File: src/rtl/io_bridge_fx_if.sv
// io_bridge_fx_if: bundles the processor I/O port, the external input-fill port
// and the external output-drain port of the fixed-point I/O bridge.
interface io_bridge_fx_if #(
  parameter int NUBITS = 16,
  parameter int NUIOIN = 2,
  parameter int NUIOOU = 2
);
  localparam int IAW = $clog2(NUIOIN);
  localparam int OAW = $clog2(NUIOOU);

  // processor read side
  logic              req_in;
  logic [IAW-1:0]    addr_in;
  logic [NUBITS-1:0] io_in;
  // processor write side
  logic              out_en;
  logic [OAW-1:0]    addr_out;
  logic [NUBITS-1:0] io_out;
  logic              itr;
  // external input fill
  logic              in_wr;
  logic [IAW-1:0]    in_addr;
  logic [NUBITS-1:0] in_data;
  logic [NUIOIN-1:0] in_vld;
  // external output drain
  logic              ou_valid;
  logic              ou_ready;
  logic [OAW-1:0]    ou_addr;
  logic [NUBITS-1:0] ou_data;
  logic [1:0]        ovf;

  // bridge side
  modport slave (
    input  req_in, addr_in, out_en, addr_out, io_out,
    input  in_wr, in_addr, in_data, ou_ready,
    output io_in, itr, in_vld, ou_valid, ou_addr, ou_data, ovf
  );

  // processor / external logic side
  modport master (
    output req_in, addr_in, out_en, addr_out, io_out,
    output in_wr, in_addr, in_data, ou_ready,
    input  io_in, itr, in_vld, ou_valid, ou_addr, ou_data, ovf
  );
endinterface

File: src/rtl/io_bridge_fx.sv
// io_bridge_fx: peripheral responder for the fixed-point processor I/O port.
// Reads are served from per-address holding registers; writes are queued in an
// address-tagged first-word-fall-through FIFO; itr pulses on enabled arrivals.
module io_bridge_fx #(
  parameter int                NUBITS = 16,
  parameter int                NUIOIN = 2,
  parameter int                NUIOOU = 2,
  parameter int                FDEPTH = 4,
  parameter logic [NUIOIN-1:0] ITRMSK = '0
) (
  input  logic          clk,
  input  logic          rst,
  io_bridge_fx_if.slave bus
);
  localparam int OAW = $clog2(NUIOOU);
  localparam int AW  = $clog2(FDEPTH);
  localparam int CW  = AW + 1;
  localparam int EW  = OAW + NUBITS;
  localparam logic [CW-1:0] FULL_C  = CW'(FDEPTH);
  localparam logic [CW-1:0] CNT_ONE = CW'(1);
  localparam logic [AW-1:0] PTR_ONE = AW'(1);

  // ---------------- input side ----------------
  logic [NUBITS-1:0] hold_r [NUIOIN];
  logic [NUIOIN-1:0] vld_r;
  logic              itr_r;
  logic              ovf_in_r;
  logic [NUIOIN-1:0] wr_hit_s;
  logic [NUIOIN-1:0] rd_hit_s;
  logic [NUIOIN-1:0] vld_nxt_s;
  logic [NUIOIN-1:0] arrive_s;
  logic              over_s;
  logic [NUBITS-1:0] rd_data_s;

  // Per-address hit decode; a write on the same address as a read wins.
  always_comb begin
    wr_hit_s  = '0;
    rd_hit_s  = '0;
    vld_nxt_s = vld_r;
    arrive_s  = '0;
    over_s    = 1'b0;
    for (int k = 0; k < NUIOIN; k++) begin
      wr_hit_s[k] = bus.in_wr  && (int'(bus.in_addr) == k);
      rd_hit_s[k] = bus.req_in && (int'(bus.addr_in) == k);
      if (wr_hit_s[k]) begin
        vld_nxt_s[k] = 1'b1;
      end else if (rd_hit_s[k]) begin
        vld_nxt_s[k] = 1'b0;
      end else begin
        vld_nxt_s[k] = vld_r[k];
      end
      // only a fresh arrival (slot was empty) may interrupt
      arrive_s[k] = wr_hit_s[k] && !vld_r[k] && ITRMSK[k];
      // overwrite of unconsumed data is an overflow
      if (wr_hit_s[k] && vld_r[k] && !rd_hit_s[k]) begin
        over_s = 1'b1;
      end else begin
        over_s = over_s;
      end
    end
  end

  // Holding registers, valid flags, interrupt pulse and input overflow flag.
  always_ff @(posedge clk or posedge rst) begin
    if (rst) begin
      for (int k = 0; k < NUIOIN; k++) hold_r[k] <= '0;
      vld_r    <= '0;
      itr_r    <= 1'b0;
      ovf_in_r <= 1'b0;
    end else begin
      for (int k = 0; k < NUIOIN; k++) begin
        if (wr_hit_s[k]) hold_r[k] <= bus.in_data;
      end
      vld_r <= vld_nxt_s;
      itr_r <= |arrive_s;
      if (over_s) ovf_in_r <= 1'b1;
    end
  end

  // Zero-latency read mux; out-of-range addresses read as zero.
  always_comb begin
    rd_data_s = '0;
    if (int'(bus.addr_in) < NUIOIN) begin
      rd_data_s = hold_r[bus.addr_in];
    end else begin
      rd_data_s = '0;
    end
  end

  // ---------------- output FIFO ----------------
  logic [EW-1:0] mem_r [FDEPTH];
  logic [AW-1:0] rd_ptr_r;
  logic [AW-1:0] wr_ptr_r;
  logic [CW-1:0] cnt_r;
  logic          ovf_ou_r;
  logic          full_s;
  logic          push_s;
  logic          pop_s;
  logic          drop_s;
  logic [EW-1:0] head_s;

  // Handshake decode: a pop frees the slot a simultaneous push needs.
  always_comb begin
    full_s = (cnt_r == FULL_C);
    pop_s  = (cnt_r != '0) && bus.ou_ready;
    push_s = bus.out_en && (!full_s || pop_s);
    drop_s = bus.out_en && full_s && !pop_s;
    head_s = mem_r[rd_ptr_r];
  end

  // FIFO storage, pointers, occupancy and output overflow flag.
  always_ff @(posedge clk or posedge rst) begin
    if (rst) begin
      for (int i = 0; i < FDEPTH; i++) mem_r[i] <= '0;
      rd_ptr_r <= '0;
      wr_ptr_r <= '0;
      cnt_r    <= '0;
      ovf_ou_r <= 1'b0;
    end else begin
      if (push_s) begin
        mem_r[wr_ptr_r] <= {bus.addr_out, bus.io_out};
        wr_ptr_r        <= wr_ptr_r + PTR_ONE;
      end
      if (pop_s) rd_ptr_r <= rd_ptr_r + PTR_ONE;
      case ({push_s, pop_s})
        2'b10:   cnt_r <= cnt_r + CNT_ONE;
        2'b01:   cnt_r <= cnt_r - CNT_ONE;
        default: cnt_r <= cnt_r;
      endcase
      if (drop_s) ovf_ou_r <= 1'b1;
    end
  end

  assign bus.io_in    = rd_data_s;
  assign bus.itr      = itr_r;
  assign bus.in_vld   = vld_r;
  assign bus.ou_valid = (cnt_r != '0);
  assign bus.ou_addr  = head_s[EW-1:NUBITS];
  assign bus.ou_data  = head_s[NUBITS-1:0];
  assign bus.ovf      = {ovf_ou_r, ovf_in_r};
endmodule

File: src/flat_wrapper.sv
// flat-port wrapper written by rule: the top's interface ports become plain ports
module io_bridge_fx_flat 
#(
  parameter int                NUBITS = 16,
  parameter int                NUIOIN = 2,
  parameter int                NUIOOU = 2,
  parameter int                FDEPTH = 4,
  parameter logic [NUIOIN-1:0] ITRMSK = '0
)
  (clk, rst, bus_req_in, bus_addr_in, bus_out_en, bus_addr_out, bus_io_out, bus_in_wr, bus_in_addr, bus_in_data, bus_ou_ready, bus_io_in, bus_itr, bus_in_vld, bus_ou_valid, bus_ou_addr, bus_ou_data, bus_ovf);
  io_bridge_fx_if #(.NUBITS(NUBITS), .NUIOIN(NUIOIN), .NUIOOU(NUIOOU)) bus_i ();
  input  logic clk;
  input  logic rst;
  input wire logic [$bits(bus_i.req_in)-1:0] bus_req_in;
  input wire logic [$bits(bus_i.addr_in)-1:0] bus_addr_in;
  input wire logic [$bits(bus_i.out_en)-1:0] bus_out_en;
  input wire logic [$bits(bus_i.addr_out)-1:0] bus_addr_out;
  input wire logic [$bits(bus_i.io_out)-1:0] bus_io_out;
  input wire logic [$bits(bus_i.in_wr)-1:0] bus_in_wr;
  input wire logic [$bits(bus_i.in_addr)-1:0] bus_in_addr;
  input wire logic [$bits(bus_i.in_data)-1:0] bus_in_data;
  input wire logic [$bits(bus_i.ou_ready)-1:0] bus_ou_ready;
  output wire logic [$bits(bus_i.io_in)-1:0] bus_io_in;
  output wire logic [$bits(bus_i.itr)-1:0] bus_itr;
  output wire logic [$bits(bus_i.in_vld)-1:0] bus_in_vld;
  output wire logic [$bits(bus_i.ou_valid)-1:0] bus_ou_valid;
  output wire logic [$bits(bus_i.ou_addr)-1:0] bus_ou_addr;
  output wire logic [$bits(bus_i.ou_data)-1:0] bus_ou_data;
  output wire logic [$bits(bus_i.ovf)-1:0] bus_ovf;
  assign bus_i.req_in = bus_req_in;
  assign bus_i.addr_in = bus_addr_in;
  assign bus_i.out_en = bus_out_en;
  assign bus_i.addr_out = bus_addr_out;
  assign bus_i.io_out = bus_io_out;
  assign bus_i.in_wr = bus_in_wr;
  assign bus_i.in_addr = bus_in_addr;
  assign bus_i.in_data = bus_in_data;
  assign bus_i.ou_ready = bus_ou_ready;
  assign bus_io_in = bus_i.io_in;
  assign bus_itr = bus_i.itr;
  assign bus_in_vld = bus_i.in_vld;
  assign bus_ou_valid = bus_i.ou_valid;
  assign bus_ou_addr = bus_i.ou_addr;
  assign bus_ou_data = bus_i.ou_data;
  assign bus_ovf = bus_i.ovf;
  io_bridge_fx #(.NUBITS(NUBITS), .NUIOIN(NUIOIN), .NUIOOU(NUIOOU), .FDEPTH(FDEPTH), .ITRMSK(ITRMSK)) u_core (.clk(clk), .rst(rst), .bus(bus_i));
endmodule
File: config.mk
export PLATFORM = sky130hd
export DESIGN_NAME = io_bridge_fx_flat
export DESIGN_NICKNAME = d
export VERILOG_FILES = /design/src/rtl/io_bridge_fx_if.sv /design/src/rtl/io_bridge_fx.sv /design/src/flat_wrapper.sv
export SDC_FILE = /design/constraint.sdc
export NUM_CORES = 1
export LEC_CHECK = 0
export BUFFER_PORTS_ARGS = -buffer_cell sky130_fd_sc_hd__buf_2
export CAP_MARGIN = 20
export CORE_ASPECT_RATIO = 0.6
export CORE_MARGIN = 10
export CORE_UTILIZATION = 56
export DETAILED_ROUTE_END_ITERATION = 8
export PLACE_DENSITY = 0.78
export RECOVER_POWER = 50
export SYNTH_ARGS = -nofsm -noshare
export SYNTH_HDL_FRONTEND = slang
export SYNTH_SLANG_ARGS = --single-unit
File: constraint.sdc
create_clock -name clk -period 5.2 [get_ports clk]
set_input_delay 1.3 -clock clk [delete_from_list [all_inputs] [get_ports clk]]
set_output_delay 1.3 -clock clk [all_outputs]
set_load 0.02 [all_outputs]
==> summary.txt, run 1 <==
Clocking
  – Total clock sinks: roughly 110
  – Clock latency on the worst-skew pair: between 300 and 400 ps
  – CTS resizes: 0
  – Reg clk slew, reported paths: 70 ps
  – CTS Buf Count: 9
  – Root buf cell: clkbuf_16
  – CTS H-tree depth: 3
  – Post CTS Setup Buffer Count: 0
  – Clock Path Buffers: 2
  – CTS tree: done
  – # hold bufs at CTS: 0

Synth
  – Top cell type's share of synthesized area: 0.567
  – Synth warn: 0
  – Main combinational cell family by area after synthesis: multiplexers
  – Seq cells post-synth: 111
  – Post-synth top area cell: dfrtp_1
  – Adder-cell share of the synthesized area: 0.0168
  – Prevailing post-synth register cell: dfrtp_1
  – Compound-Gate Fraction of Synth Area: 0.00613
  – Post-synth ARST share: 1.00
  – Mapped Area: approximately 4900 um2
  – Seq/Total Area, Yosys: 0.567
  – Post-synth EDFFs: 0
  – Largest cells by area after synthesis: dfrtp_1 57%, mux2_2 27%, mux4_2 7.8%, ha_1 1.3%, buf_6 0.92%
  – Xor and xnor area share after synthesis: 0.0107
  – Mapped Cells: 306
  – Simple-Gate Fraction of Synth Area: 0.0222
  – Synthesized net count: between 300 and 400
  – Yosys cell types: 25
  – Mux cell area share after synthesis: 0.349
  – Synth Area per Inst: roughly 16 um2

Place
  – IO Port Bufs: 78
  – Cell count after placement: ~480
  – Gpl congestion: between 0.7 and 0.8
  – Detail Placement HPWL: roughly 6600 um
  – Place WS: approximately 1700 ps

STA
  – Tcrit/Tclk final: 0.733
  – Final setup viols: 0
  – Slew Limit Fails: 0
  – Final TNS setup: 0 ps
  – Fin crit period: 3810 ps
  – Final Hold Fails: 0
  – RSZ-0062 raised after global routing: false
  – Slew headroom: 0.0221
  – Worst-Margin Slew: ~1500 ps
  – Clk_skew: just under 10 ps
  – Worst setup margin: about 1400 ps
  – F_max: between 200 and 300 MHz

Finish
  – Final Instance Count excl. Fillers: 499
  – Layout Nets: 429
  – Most frequent cells in the layout: 117 x mux2_2, 111 x dfrtp_1, 75 x buf_2
  – Ant diodes: 0
  – Fill cells: about 620
  – Share of post-route cells with drive strength above 1: 0.597
  – Most common cell after layout, fill and taps aside: mux2_2
  – Area growth syn-to-layout: 15.0%

Worst setup path
  – Critical Path RT: 3900 ps
  – Kind of cell adding the most delay to the critical path: flip-flops
  – Reg-to-reg setup timing slack: about 2200 ps
  – Reg2Reg Depth: 8
  – Setup crit end kind: output port
  – CP max stage cell: dfrtp_1
  – Crit path DAT: ~2500 ps
  – WS Path Type: flop to output port
  – Startpoint types: flop
  – CP peak stage delay: about 840 ps
  – Worst path buffer plus inverter count: 2
  – WP depth: 3
  – Max FO, Critical Path: 12
  – Worst path cell trace: clkbuf_1 > mux4_2 > buf_2

Detailed routing
  – DRT Pass-1 Iters: 4
  – Wirelength per Cell: ~19 um
  – DR iter-0 viols: between 60 and 70
  – Final ANT Viol Nets: 0
  – DR top layer: met4
  – Vias: 2725
  – Routed wire length: just over 9000 um
  – Post-detailed-route via-to-cell ratio: ~5.5
  – DRT met1 WL: 4220 um
  – Met3 routed WL: roughly 380 um
  – WL met2: between 4000 and 5000 um
  – DRC Markers: 0

Die
  – Die extent in y: 92.5 um
  – Core area: around 8500 um2
  – Die W: about 140 um
  – Io pins: 80
  – Initial Util: 0.575
  – Std-Cell Rows: 26
  – Die ar.: 13000 um2

Job
  – Max cap viols: 0

Global route
  – Initial antenna violation count: 0
  – First-pass GRT wire length: around 15000 um
  – GRT overflow: 0
  – Total track usage: 0.147
  – Number of global-route vias before repair: between 3000 and 4000
  – Largest net degree at the start of global routing: 84

Power and ir drop
  – PwrDens: slightly above 600 nW/um2
  – Leakage power: between 2 and 2.5 nW
  – Worst IR Drop VDD: slightly above 0.3 mV

Hold path
  – Hold Crit Class: flop to flop
  – WHS Path Cells: 1

Status
  – Status: finished clean
[cells in the mapped netlist (2+ instances only)]
library cell	number
inv_1	8
ha_1	5
mux2_2	117
buf_6	4
mux4_2	17
buf_2	3
buf_4	3
xnor2_1	3
nor2_2	4
nand2_1	10
nand2b_1	2
xor2_1	3
dfrtp_1	111
clkbuf_1	5
[where the power goes]
group / leakage [nW] / total [mW] / internal [mW] / switching [mW]
clock: 0.147 / 0.674 / 0.342 / 0.333
combinational: 1.05 / 1.29 / 0.703 / 0.588
sequential: 1.30 / 1.44 / 1.21 / 0.238
total: 2.50 / 3.41 / 2.25 / 1.16
[metal layers]
layer	GRT usage	vias to the layer above
li1	-	1247
met1	0.180	1429
met3	0.0490	5
met5	0	-
met4	0.0368	0
met2	0.247	44
[worst register-to-register path: stages, from the launching register on]
cell      delay, ps
dfrtp_1         430
nor4b_1        1140
nand2b_1        310
ha_1            220
inv_1            60
fa_1            370
xor2_1          150
nor2_1          120
xor2_1          160
[flip-flops by register name, summed over array words and instances (netlist names)]
name,flops
u_core.bus.in_vld,2
u_core.hold_r,32
u_core.cnt_r,3
u_core.mem_r,68
u_core.wr_ptr_r,2
u_core.ovf_ou_r,1
u_core.ovf_in_r,1
u_core.rd_ptr_r,2
[metrics by stage]
step	cell area, um2	util	hold WS [ps]	power (mW)
after floorplan	4900	-	429	2.42
after global placement	5340	0.627	465	2.72
after detailed placement	5340	0.627	474	2.78
after CTS	5640	0.661	491	3.46
after global routing	5640	0.661	512	3.63
final	5640	0.661	491	3.41
[worst paths after layout]
| kind | from | endpoint |
|---|---|---|
| min in group asynchronous | rst | u_core.hold_r[1]$_DFFE_PP0P_ |
| worst min-delay path | u_core.ovf_ou_r$_DFFE_PP0P_ | u_core.ovf_ou_r$_DFFE_PP0P_ |
| worst max-delay path | u_core.rd_ptr_r[0]$_DFFE_PP0P_ | bus_ou_data[13] |
| worst max register to register | u_core.cnt_r[0]$_DFFE_PP0P_ | u_core.cnt_r[2]$_DFFE_PP0P_ |
| worst min register to register | u_core.ovf_ou_r$_DFFE_PP0P_ | u_core.ovf_ou_r$_DFFE_PP0P_ |
| max in group asynchronous | rst | u_core.hold_r[5]$_DFFE_PP0P_ |
[cells by family after synthesis]
group,count (synthesis)
AOI/OAI and AO/OA,4
adders and majority gates,6
other,1
xor gates and xnor gates,6
muxes,135
and+or+nand+nor,19
DFF,111
buffers and inverters,24
[layout make-up]
class                           instances  area (um2)  share of cell area
Sequential cell                       111        2780               0.493
Clock buffer                            9         225              0.0399
Multi-Input combinational cell        171        1970               0.350
Tap cell                              112         140              0.0249
Inverter                                8        31.3             0.00555
Timing Repair Buffer                   81         422              0.0748
Clock inverter                          7        68.8              0.0122
No activity file was read; power rests on OpenSTA's default activity.
==> inputs of run 2 (changes only) <==
Settings changed: CORE_UTILIZATION 56 to 51, PLACE_DENSITY 0.78 to 0.75.
Clock period 5.2 ns to 3.2 ns, I/O delays scaled along.
==> run 2 against run 1 <==
Effect of this change:
- the flow now finishes with violations (capacitance limit)
- sequential power up 58%
- register-to-register slack got worse by 1300 ps
- sequential share of layout area shrank 0.44 points
- global-route usage down 0.28 points
- non-clock buffer count up 3
- core utilization is 4.7 points lower
- worst hold slack got worse by 10 ps
- power up 64%
- count of clock-buffer cells in the layout up 1
- clock skew shrank 4.2 ps
- die area rose by 8.0%
- critical endpoint is now bus_io_in[12]
- largest cell class unchanged
==> summary.txt, run 2 (synthesized netlist as in run 1, its figures left out) <==
Die
  – Die ar.: about 14000 um2
  – Io pins: 80
  – Die extent in y: 95.9 um
  – Initial Util: 0.529
  – Die W: roughly 150 um
  – Std-Cell Rows: 27
  – Core area: slightly above 9000 um2

Finish
  – Final instance area: roughly 5700 um2
  – Most frequent cells in the layout: 117 x mux2_2, 111 x dfrtp_1, 78 x buf_2
  – Top reg by flops: u_core.mem_r
  – Multi-input logic area: between 1500 and 2000 um2
  – Most common cell after layout, fill and taps aside: mux2_2
  – Top Registers: u_core.mem_r (68), u_core.hold_r (32), u_core.cnt_r (3)
  – Layout Nets: roughly 430
  – Max FFs per register: around 70
  – Fill cells: roughly 730
  – Storage cell area: 2780 um2
  – Share of post-route cells with drive strength above 1: 0.610
  – Area growth syn-to-layout: 16.1%

Place
  – IO Port Bufs: 78
  – Detail Placement HPWL: about 6900 um
  – DP Area: 5400 um2
  – Gpl congestion: 0.810

Worst setup path
  – Worst path buffer plus inverter count: 2
  – WP depth: 3
  – Crit path DAT: ~1700 ps
  – Critical Path RT: approximately 2400 ps
  – Worst path cell trace: buf_2 > mux2_2 > buf_2
  – WS Path Type: input pin to output port
  – CP max stage cell: mux2_2
  – Cell mode on critical path: buf_2
  – Max FO, Critical Path: 18
  – Reg2Reg Depth: 8
  – Startpoint types: input pin
  – CP peak stage delay: a little under 400 ps
  – Setup crit end kind: output port
  – Kind of cell adding the most delay to the critical path: buffers and inverters

Status
  – Status: finished with violations
  – Failing checks: capacitance limit

STA
  – Worst-Margin Slew: around 1500 ps
  – Tcrit/Tclk final: 0.782
  – Clk_skew: ~5.4 ps
  – Fin crit period: between 2000 and 3000 ps
  – Slew Limit Fails: 0
  – Slew headroom: 0.00348
  – Final setup viols: 0
  – F_max: 400 MHz
  – RSZ-0062 raised after global routing: false
  – Final Hold Fails: 0
  – Final TNS setup: 0 ps

Clocking
  – CTS tree: done
  – Clock Path Buffers: 2
  – Post CTS Setup Buffer Count: 0
  – Total clock sinks: roughly 110
  – CTS H-tree depth: 3
  – Reg clk slew, reported paths: around 70 ps
  – CTS resizes: 0
  – # hold bufs at CTS: 0
  – CTS Buf Count: 9
  – Root buf cell: clkbuf_16
  – Clock latency on the worst-skew pair: ~350 ps

Global route
  – First-pass GRT wire length: 16000 um
  – GRT overflow: 0
  – Met3 Use GR: 0.0436
  – Grt met2 use: 0.235
  – GRT Max-Usage Layer: met2
  – Number of global-route vias before repair: roughly 3000
  – Largest net degree at the start of global routing: 63
  – Met1 global-route usage: 0.183
  – Initial antenna violation count: 1
  – Total track usage: 0.144

Detailed routing
  – Final ANT Viol Nets: 0
  – DR iter-0 viols: between 60 and 70
  – Vias: 2769
  – DRT Pass-1 Iters: 4
  – Post-detailed-route via-to-cell ratio: 5.31
  – Routed wire length: 9650 um
  – DRC Markers: 0
  – Wirelength per Cell: 18.5 um

Job
  – Max cap viols: 1

Power and ir drop
  – Worst IR Drop VDD: 0.597 mV
  – Tot Pwr: between 5 and 6 mW
  – PwrDens: roughly 980 nW/um2
  – Leakage power: 2.51 nW

Hold path
  – Hold Crit Class: flop to flop
  – WHS Path Cells: 1
==> run 2: changes by cell type in the layout (fill, tap and decap cells not counted), sizes merged <==
cell / change
inv: -6
clkinv: +2
clkinvlp: +2
buf: +5
clkbuf: -1
diode: +1
bufinv: +1
==> run 2: per-layer routing <==
metal  up-vias  share of wire
met2        60           0.49
li1       1261              -
met3         8          0.044
met5         -              0
met1      1440           0.45
met4         0          0.012
==> run 2: stage by stage <==
stage / cells / utilization / setup slack, ps / hold WS, ps
3_3_place_gp: 504 / 0.583 / 552 / 467
5_1_grt: 520 / 0.614 / 619 / 497
4_1_cts: 520 / 0.616 / 686 / 485
6_report: 521 / 0.615 / 697 / 480
2_1_floorplan: 306 / - / 533 / 429
3_5_place_dp: 504 / 0.583 / 476 / 468
==> run 2: path summary, 6_finish.rpt <==
kind / startpoint / endpoint / slack (ps)
setup / recovery: bus_addr_in / bus_io_in[12] / 700
hold / removal: u_core.ovf_ou_r$_DFFE_PP0P_ / u_core.ovf_ou_r$_DFFE_PP0P_ / 480
setup reg to reg: u_core.cnt_r[0]$_DFFE_PP0P_ / u_core.cnt_r[2]$_DFFE_PP0P_ / 900
hold reg to reg: u_core.ovf_ou_r$_DFFE_PP0P_ / u_core.ovf_ou_r$_DFFE_PP0P_ / 480
max in group asynchronous: rst / u_core.mem_r[53]$_DFFE_PP0P_ / 1300
min in group asynchronous: rst / u_core.wr_ptr_r[0]$_DFFE_PP0P_ / 870
==> run 2: worst register-to-register path: stages (launching register included) <==
cell and delay, ps:
dfrtp_1 450, nor4b_4 500, nand2b_1 240, ha_1 200, inv_1 60, fa_1 380, xor2_1 150, nor2_1 110
xor2_1 150
==> run 2: area by class of cell <==
type                       count  share of cell area
sequential                   111               0.488
multi-input combinational    171               0.349
timing repair buffer          84              0.0750
clock buffer                  10              0.0402
tap                          130              0.0286
clock inverter                 6              0.0125
inverter                       8             0.00550
antenna                        1            0.000440
==> run 2: report_power, final <==
| part | switching, mW | internal, mW | total [mW] |
|---|---|---|---|
| clock | 0.501 | 0.611 | 1.11 |
| combinational | 1.04 | 1.16 | 2.21 |
| sequential | 0.320 | 1.96 | 2.28 |
| total | 1.86 | 3.74 | 5.60 |
==> inputs of run 3 (changes only) <==
Settings changed: ABC_AREA from default to 1, CORE_UTILIZATION 51 to 57, PLACE_DENSITY 0.75 to 0.79.
Clock period 3.2 ns to 2.5 ns, I/O delays scaled along.
==> run 3 against run 2 <==
Effect of this change:
- the flow now finishes without violations
- combinational power rose by 45%
- synthesized area rose by 9.7%
- wire length rose by 51%
- non-clock buffer count rose by 13
- worst setup slack got worse by 590 ps
- first-iteration DRC count rose to 9.7 times the previous value
- die area fell by 1.6%
- largest cell class unchanged
- largest power group is now combinational logic
==> summary.txt, run 3 <==
Status
  – Status: finished clean

Worst setup path
  – Crit path DAT: around 1800 ps
  – CP peak stage delay: 400 ps
  – CP max stage cell: dfrtp_1
  – Max FO, Critical Path: 35
  – WS Path Type: flop to output port
  – Worst path cell trace: buf_4 > o21ai_0 > o22ai_1 > buf_2
  – Critical Path RT: approximately 1900 ps
  – Setup crit end kind: output port
  – Startpoint types: flop

STA
  – Final TNS setup: 0 ps
  – Final setup viols: 0
  – Slew Limit Fails: 0
  – F_max: 419 MHz
  – Fin crit period: between 2000 and 2500 ps
  – RSZ-0062 raised after global routing: false
  – Clk_skew: roughly 6.3 ps
  – Slew headroom: 0.160
  – Final Hold Fails: 0
  – Worst-Margin Slew: roughly 1300 ps
  – Tcrit/Tclk final: 0.955

Detailed routing
  – DR iter-0 viols: around 640
  – Wirelength per Cell: around 18 um
  – Vias: 4905
  – DRC Markers: 0
  – DRT Pass-1 Iters: 6
  – Routed wire length: approximately 15000 um
  – Final ANT Viol Nets: 0
  – Post-detailed-route via-to-cell ratio: between 5 and 6

Die
  – Std-Cell Rows: 27
  – Die W: ~150 um
  – Io pins: 80
  – Die extent in y: ~95 um
  – Die ar.: approximately 14000 um2
  – Core area: about 9000 um2
  – Initial Util: 0.585

Synth
  – Synth Area per Inst: 8.37 um2
  – Synthesized net count: between 600 and 700
  – Synth warn: 0
  – Xor and xnor area share after synthesis: 0.00652
  – Mapped Area: between 5000 and 6000 um2
  – Prevailing post-synth register cell: dfrtp_1
  – Count leader, synth: nand2_1
  – Compound-Gate Fraction of Synth Area: 0.0857
  – Seq/Total Area, Yosys: 0.517
  – Yosys cell types: 28
  – Post-synth top area cell: dfrtp_1
  – Mux cell area share after synthesis: 0
  – Post-synth ARST share: 1.00
  – Largest cells by area after synthesis: dfrtp_1 52%, nand2_1 14%, nand4_1 7.9%, o21ai_0 6.1%, buf_2 3.0%
  – Main combinational cell family by area after synthesis: simple AND/OR/NAND/NOR gates
  – Adder-cell share of the synthesized area: 0.0154
  – Mapped Cells: roughly 640
  – Top cell type's share of synthesized area: 0.517
  – Simple-Gate Fraction of Synth Area: 0.300
  – Top cells by count, synth: 199 x nand2_1, 111 x dfrtp_1, 68 x nand4_1
  – Seq cells post-synth: ~110
  – Post-synth EDFFs: 0

Global route
  – Largest net degree at the start of global routing: 47
  – GRT overflow: 0
  – First-pass GRT wire length: around 23000 um
  – Number of global-route vias before repair: around 4600
  – Initial antenna violation count: 0
  – Total track usage: 0.208

Finish
  – Layout Nets: around 740
  – Top Registers: u_core.mem_r (68), u_core.hold_r (32), u_core.cnt_r (3)
  – Ant diodes: 0
  – Share of post-route cells with drive strength above 1: 0.198
  – Top reg by flops: u_core.mem_r
  – Most frequent cells in the layout: 199 x nand2_1, 111 x dfrtp_1, 77 x buf_2
  – Final instance area: 6070 um2
  – Area growth syn-to-layout: 13.0%
  – Most common cell after layout, fill and taps aside: nand2_1
  – Fill cells: 770
  – Max FFs per register: 68

Power and ir drop
  – Leakage power: between 3 and 4 nW
  – Worst IR Drop VDD: approximately 0.56 mV
  – PwrDens: between 1000 and 1500 nW/um2

Clocking
  – Clock latency on the worst-skew pair: approximately 350 ps
  – Total clock sinks: ~110
  – Reg clk slew, reported paths: roughly 70 ps
  – CTS tree: done
  – Root buf cell: clkbuf_16
  – Post CTS Setup Buffer Count: 0
  – Clock Path Buffers: 2
  – CTS H-tree depth: 3
  – CTS Buf Count: 9

Place
  – DP Area: around 5800 um2
  – IO Port Bufs: slightly below 80
  – Gpl congestion: between 0.8 and 0.9
  – Detail Placement HPWL: ~9800 um

Hold path
  – Hold Crit Class: input pin to async pin

Job
  – Max cap viols: 0
## run 3: timing repair
action                     4_1_cts  5_1_grt
gates resized for setup          0        3
setup endpoints to repair        0        8
hold buffers                     0        0
## run 3: logic make-up after synthesis
family,count (synthesis)
and+or+nand+nor,349
DFF,111
AOI/OAI and AO/OA,87
buffers and inverters,84
adders and majority gates,6
xor gates and xnor gates,4
other,1
## run 3: worst max-delay path: cells and delay by family (launching register included)
family,cells,cell delay (ps)
AOI/OAI and AO/OA,2,440
DFF,1,400
buffers and inverters,2,570
## run 3: through the flow
step	utilization	hold slack (ps)	instances	total power, mW	worst slack (ps)
finish	0.661	281	832	7.51	112
global route	0.661	293	832	8.01	37.0
CTS	0.666	225	832	7.51	97.5
detailed placement	0.632	451	816	6.01	326
global placement	0.632	447	816	5.87	427
floorplan	-	437	642	5.03	444
## run 3: metal layers
layer  share of wire  wire length (um)  track usage  vias up
li1                -                 -            -     2244
met1            0.45              6520        0.300     2377
met2            0.45              6610        0.310      263
met3           0.087              1270       0.0501       21
met4           0.012               170       0.0494        0
met5               0                 0            0        -
## run 3: final timing paths
| path | start | endpoint | slack, ps | depth (start not counted) |
|---|---|---|---|---|
| setup / recovery | u_core.rd_ptr_r[0]$_DFFE_PP0P_ | bus_ou_data[8] | 110 | 4 |
| hold / removal | rst | u_core.hold_r[11]$_DFFE_PP0P_ | 280 | 2 |
| setup reg to reg | u_core.cnt_r[0]$_DFFE_PP0P_ | u_core.cnt_r[1]$_DFFE_PP0P_ | 450 | 8 |
| hold reg to reg | u_core.ovf_ou_r$_DFFE_PP0P_ | u_core.ovf_ou_r$_DFFE_PP0P_ | 460 | 1 |
| max in group asynchronous | rst | u_core.cnt_r[1]$_DFFE_PP0P_ | 730 | 3 |
| min in group clk | u_core.ovf_ou_r$_DFFE_PP0P_ | u_core.ovf_ou_r$_DFFE_PP0P_ | 460 | 1 |
## run 3: report_power, final
| group | switching [mW] | total [mW] | internal [mW] | leakage (nW) |
|---|---|---|---|---|
| clock | 0.643 | 1.48 | 0.837 | 0.153 |
| combinational | 2.15 | 3.20 | 1.05 | 1.61 |
| sequential | 0.397 | 2.83 | 2.44 | 1.37 |
| total | 3.19 | 7.51 | 4.32 | 3.13 |
## run 3: area by class of cell
cell class              count  area (um2)  area share
flip-flops and latches    111        2780       0.457
clock inverters             4        52.6     0.00865
well taps                 130         163      0.0268
repair buffers             97         517      0.0851
inverters                  31         124      0.0204
clock buffers              12         256      0.0422
multi-input cells         447        2180       0.360
